$ cat config.mk
export PLATFORM = sky130hd
export DESIGN_NAME = can_tx_scheduler
export DESIGN_NICKNAME = d
export VERILOG_FILES = /design/src/rtl/can_tx_scheduler.sv
export SDC_FILE = /design/constraint.sdc
export NUM_CORES = 1
export LEC_CHECK = 0
export CAP_MARGIN = 20
export CORE_ASPECT_RATIO = 1.4
export CORE_MARGIN = 8
export CORE_UTILIZATION = 31
export CTS_CLUSTER_DIAMETER = 30
export CTS_CLUSTER_SIZE = 12
export DETAILED_ROUTE_END_ITERATION = 12
export PLACE_DENSITY = 0.66
export RECOVER_POWER = 100
export SYNTH_ARGS = -nofsm -noshare
export SYNTH_HDL_FRONTEND = slang
export SYNTH_SLANG_ARGS = --single-unit
$ cat constraint.sdc
create_clock -name clk -period 2 [get_ports clk]
set_input_delay 0.2 -clock clk [delete_from_list [all_inputs] [get_ports clk]]
set_output_delay 0.2 -clock clk [all_outputs]
set_load 0.02 [all_outputs]
$ cat src/rtl/can_tx_scheduler.sv
// can_tx_scheduler: shares the CAN controller TX FIFO write port between
// N_REQ requesters (round-robin) and a periodic heartbeat word that has
// priority over all requesters. One output register holds each word until
// the controller takes it; accepted words are counted in word_cnt.
//
// Handshakes: a transfer happens in a cycle where valid and ready are both 1.
// Requester side: req_ready is combinational and only ever asserted in IDLE,
// one-hot, to the port being loaded that cycle. Controller side: tx_valid
// comes straight from the FSM state register and never depends on tx_ready;
// once raised, tx_data/tx_src stay stable until tx_ready is seen.
module can_tx_scheduler #(
  parameter int          N_REQ     = 4,
  parameter logic [31:0] HB_PERIOD = 32'd50_000_000,
  parameter logic [15:0] HB_TAG    = 16'hA55A
) (
  input  logic                 clk,
  input  logic                 rstn,
  input  logic [N_REQ-1:0]     req_valid,
  output logic [N_REQ-1:0]     req_ready,
  input  logic [32*N_REQ-1:0]  req_data,
  input  logic                 hb_enable,
  output logic                 tx_valid,
  input  logic                 tx_ready,
  output logic [31:0]          tx_data,
  output logic [3:0]           tx_src,
  output logic                 hb_missed,
  output logic [15:0]          word_cnt
);

  typedef enum logic {S_IDLE = 1'b0, S_HOLD = 1'b1} state_e;

  state_e      state_q;
  logic [2:0]  rr_ptr_q;
  logic [31:0] tx_data_q;
  logic [3:0]  tx_src_q;
  logic [15:0] word_cnt_q;
  logic [15:0] hb_seq_q;
  logic [31:0] hb_cnt_q, hb_cnt_d;
  logic        hb_pending_q, hb_pending_d;
  logic        hb_missed_q;

  logic        found;
  logic [2:0]  sel;
  logic [31:0] sel_data;
  logic        hb_load;
  logic        req_load;
  logic        hb_active;
  logic        hb_tc;

  // Heartbeat wins an IDLE cycle; otherwise the round-robin winner is loaded.
  // Gated by rstn so req_ready reads 0 while reset is held.
  assign hb_load   = rstn && (state_q == S_IDLE) && hb_pending_q && hb_enable;
  assign req_load  = rstn && (state_q == S_IDLE) && !hb_load && found;
  assign hb_active = hb_enable && (HB_PERIOD != 32'd0);
  assign hb_tc     = hb_active && (hb_cnt_q == HB_PERIOD - 32'd1);

  // Round-robin search: ports above rr_ptr first, then wrap to 0..rr_ptr.
  always_comb begin
    found = 1'b0;
    sel   = '0;
    for (int i = 0; i < N_REQ; i++) begin
      if (!found && req_valid[i] && (3'(i) > rr_ptr_q)) begin
        found = 1'b1;
        sel   = 3'(i);
      end
    end
    for (int i = 0; i < N_REQ; i++) begin
      if (!found && req_valid[i] && (3'(i) <= rr_ptr_q)) begin
        found = 1'b1;
        sel   = 3'(i);
      end
    end
  end

  // One-hot accept and data mux for the selected requester.
  always_comb begin
    req_ready = '0;
    sel_data  = '0;
    for (int i = 0; i < N_REQ; i++) begin
      req_ready[i] = req_load && (sel == 3'(i));
      if (sel == 3'(i)) sel_data = req_data[32*i +: 32];
    end
  end

  // Heartbeat timer next state; a terminal count beats a same-cycle load.
  always_comb begin
    hb_cnt_d     = hb_cnt_q + 32'd1;
    hb_pending_d = hb_pending_q;
    if (!hb_active || hb_tc) hb_cnt_d = 32'd0;
    if (!hb_enable)          hb_pending_d = 1'b0;
    else if (hb_tc)          hb_pending_d = 1'b1;
    else if (hb_load)        hb_pending_d = 1'b0;
  end

  // Heartbeat timer, pending flag and overrun pulse registers.
  always_ff @(posedge clk or negedge rstn) begin
    if (!rstn) begin
      hb_cnt_q     <= 32'd0;
      hb_pending_q <= 1'b0;
      hb_missed_q  <= 1'b0;
    end else begin
      hb_cnt_q     <= hb_cnt_d;
      hb_pending_q <= hb_pending_d;
      hb_missed_q  <= hb_tc && hb_pending_q && !hb_load;
    end
  end

  // Output FSM: IDLE loads the output register, HOLD waits for tx_ready.
  always_ff @(posedge clk or negedge rstn) begin
    if (!rstn) begin
      state_q    <= S_IDLE;
      rr_ptr_q   <= 3'(N_REQ - 1);
      tx_data_q  <= 32'd0;
      tx_src_q   <= 4'd0;
      word_cnt_q <= 16'd0;
      hb_seq_q   <= 16'd0;
    end else begin
      case (state_q)
        S_IDLE: begin
          if (hb_load) begin
            tx_data_q <= {HB_TAG, hb_seq_q};
            tx_src_q  <= 4'hF;
            state_q   <= S_HOLD;
          end else if (req_load) begin
            tx_data_q <= sel_data;
            tx_src_q  <= {1'b0, sel};
            rr_ptr_q  <= sel;
            state_q   <= S_HOLD;
          end
        end
        S_HOLD: begin
          if (tx_ready) begin
            word_cnt_q <= word_cnt_q + 16'd1;
            if (tx_src_q == 4'hF) hb_seq_q <= hb_seq_q + 16'd1;
            state_q <= S_IDLE;
          end
        end
        default: state_q <= S_IDLE;
      endcase
    end
  end

  assign tx_valid  = (state_q == S_HOLD);
  assign tx_data   = tx_data_q;
  assign tx_src    = tx_src_q;
  assign hb_missed = hb_missed_q;
  assign word_cnt  = word_cnt_q;

endmodule

==> results summary <==
The first detailed-routing pass took 5 iterations. Setup repair after global routing could not meet its margin everywhere. The DRC violation count after routing came out at 0. In this run the number of H-tree levels came out at 3.

The synthesized instance count came out at 622. Entering global routing, the biggest net connects 68 pins. Detailed placement ended at an HPWL of around 17000 um. The total of max-cap violations came out at 0.

The switching share of power came out at a little under two fifths. The most used flip-flop cell after synthesis is sky130_fd_sc_hd__dfrtp_1. After detailed placement, the design holds a cell count of 1093. The number of synthesized flops with an enable pin is 0.

The proportion of power drawn by flip-flops and latches is 33.8%. The critical path required time is 2.23 ns. For this run, the post-layout net count is ~1000.

The maximum root-to-sink buffer count came out at 2. The global-route total usage across every layer came out at 18.1%. The worst path setup slack after routing came out at -0.0747 ns.

The worst pin sits at a relative slew slack of 34.0%. The horizontal die dimension is between 100 and 150 um. The total number of yosys warnings is 0. In this run, synthesis produced a sequential element count of 104.

The combinational share of power is 44.9%. The synthesized netlist net count is 761. The worst hold margin came out at 0.427 ns. The overall die height is 178 um. TritonCTS built the clock tree. Pin placement for this block handled slightly below 200 I/O pins. The sink count of the clock tree is 104. The count of input and output buffers came out at 193. The total via count in the routed design came out at 5851.

The critical path in this run is classified as reg2reg. The routed design has 21500 um of wire. The first global-routing pass estimated 33300 um of wire. The via count of the first global-routing pass came out at ~6100. The total power density per cell area came out at 914 nW/um^2. The setup clock skew after layout is roughly 0.012 ns.

The cell sitting at the root of the clock tree is a sky130_fd_sc_hd__clkbuf_16. The initial cell density of the core came out at 31.3%. The worst setup path is launched from a flip-flop. Clock-pin slew was measured on the worst setup and hold paths at ~0.07 ns. Compared with the post-synthesis result, the final layout area differs by 54.7%. The first routing iteration left 385 violations. The top cell types in the final layout, fill and taps aside, are sky130_fd_sc_hd__clkdlybuf4s50_1, sky130_fd_sc_hd__dfrtp_1, sky130_fd_sc_hd__nand2_1, sky130_fd_sc_hd__buf_4, sky130_fd_sc_hd__nor2_1.

Dividing the detail-routed wire length by the instance count gives 19.2 um. The worst path in the final design needs a cycle of approximately 2.1 ns, including I/O delays and setup. The switching component of the power came out at approximately 3000 uW. The number of different library cells used by synthesis comes to 55. After layout, the worst path uses 104% of the clock period. The final reports fail on setup timing. The clock network latency to the later pin of the worst-skew pair is 0.35 ns. The total area inside the core boundary comes to 18500 um^2.

For this design the static power due to leakage is 0.00385 uW. In this run the remaining antenna-violating nets after routing total 0. In this run the worst hold path is classified as in2reg. The utilization after layout came out at 48.5%. The number of max-slew violations in the final report was 0. Internal power comes to 5120 uW.

The placement-stage worst setup slack is -0.380 ns. The arrival time of data at the critical path endpoint is between 2 and 2.5 ns. The area of the die is 23300 um^2. The worst setup path is captured at a flip-flop.

The final hold violation count is 0. The slew at the pin closest to its max-slew limit came out at 0.990 ns. At the end of routability-driven placement, the weighted congestion stood at 0.898. The part of the Yosys area used for sequential elements is 45.0%.

The number of antenna violations at the first check in global routing came to 0. The netlist area before placement came out at 5780 um^2. Across the VDD grid, the largest voltage drop is approximately 0.52 mV. The number of buffers created by CTS came out at 9. The average cell area after synthesis came out at 9.30 um^2. Of all nets on the critical path, the largest fanout is 11.

The antenna diode count is 0. The library cell used most frequently in the layout, excluding fill and tap cells, is sky130_fd_sc_hd__clkdlybuf4s50_1. The residual overflow from global routing came out at 0. The via count normalized by instance count came out at 5.23. The total number of placement rows came out at between 50 and 60. After synthesis, the share of flip-flops with an asynchronous set or reset is 100%. The total setup violations reported at the end of the flow is 7. The achievable clock frequency came out at 482 MHz.

In the final layout, the share of cells above drive strength 1 is 15.2%. The overall power after layout is 8170 uW. The run finished, with violations left. In this run, the clock network consumes 21.4% of the power. The finished layout holds between 1000 and 1500 standard cells, fillers aside.
registers in the layout, indices dropped and copies added, names as in the netlist:
name,cells
tx_src,3
rr_ptr_q,2
hb_seq_q,16
hb_cnt_q,32
tx_valid,1
word_cnt,16
hb_missed,1
hb_pending_q,1
tx_data,32
stage by stage:
stage	area, um^2	TNS (ns)
after global routing	8940	-2.27
final	8940	-0.197
after floorplan	5780	0
after detailed placement	8490	-7.11
after CTS	8840	-0.0256
after global placement	8490	-6.32
synth_stat cells, types with 18 or more instances:
cell	n	area, um^2
sky130_fd_sc_hd__xnor2_1	23	201
sky130_fd_sc_hd__nand4_1	18	113
sky130_fd_sc_hd__a21oi_1	21	105
sky130_fd_sc_hd__o21ai_0	23	115
sky130_fd_sc_hd__clkbuf_1	20	75.1
sky130_fd_sc_hd__nand3_1	41	205
sky130_fd_sc_hd__xor2_1	37	324
sky130_fd_sc_hd__nor3b_1	23	173
sky130_fd_sc_hd__dfrtp_1	102	2550
sky130_fd_sc_hd__nor2_1	59	221
sky130_fd_sc_hd__nand2_1	68	255
worst paths after layout:
| check | from | slack, ns | depth (start not counted) | endpoint |
|---|---|---|---|---|
| max | rr_ptr_q[1] | -0.07 | 7 | tx_data[6] |
| max in group asynchronous | rstn | 0.25 | 4 | tx_data[10] |
| min | rstn | 0.43 | 4 | hb_missed |
| min in group asynchronous | rstn | 1.04 | 4 | word_cnt[8] |
| min reg2reg | word_cnt[15] | 0.46 | 1 | word_cnt[15] |
| max reg2reg | rr_ptr_q[1] | -0.07 | 7 | tx_data[6] |
power groups by stage:
stage | clock network (uW) | registers, uW | logic (uW)
global placement | 0 | 2800 | 3540
finish | 1750 | 2760 | 3670
global route | 1860 | 2810 | 3920
detailed placement | 0 | 2820 | 3560
floorplan | 0 | 3160 | 1310
CTS | 1780 | 2770 | 3660
kinds of logic after synthesis:
logic type,share of synthesized area [%]
adders and majority gates,0.649
DFF,45.0
buffers and inverters,3.61
and+or+nand+nor,23.1
xor gates and xnor gates,9.09
muxes,0.736
AOI/OAI and AO/OA,17.8
layer usage:
layer	track usage, %	share of wire [%]
met5	0	0
met4	7.63	3.8
met3	5.16	7.1
met2	31.3	49
met1	20.4	40
area by class of cell:
cell class	count	area (um^2)
fill	1780	9510
multi-input combinational	474	3100
timing repair buffer	276	2630
sequential	104	2610
tap	244	305
clock buffer	9	225
clock inverter	7	62.6
inverter	5	18.8
critical path: stages (launching register included):
cell	delay, ns
sky130_fd_sc_hd__dfstp_2	0.60
sky130_fd_sc_hd__o21ai_0	0.12
sky130_fd_sc_hd__o2bb2ai_2	0.17
sky130_fd_sc_hd__buf_4	0.20
sky130_fd_sc_hd__buf_4	0.16
sky130_fd_sc_hd__a222oi_1	0.39
sky130_fd_sc_hd__nand3_1	0.18
sky130_fd_sc_hd__o311a_1	0.14
repair_timing:
item / 4_1_cts / 5_1_grt
cloned: 0 / 1
pin swaps: 2 / 9
gates resized for setup: 23 / 23
setup endpoints to repair: 16 / 32
setup buffers: 4 / 3
endpoints found under the hold margin: 37 / 0
hold buffers: 2 / 0
Note: power is estimated with default switching activity, not from simulation.
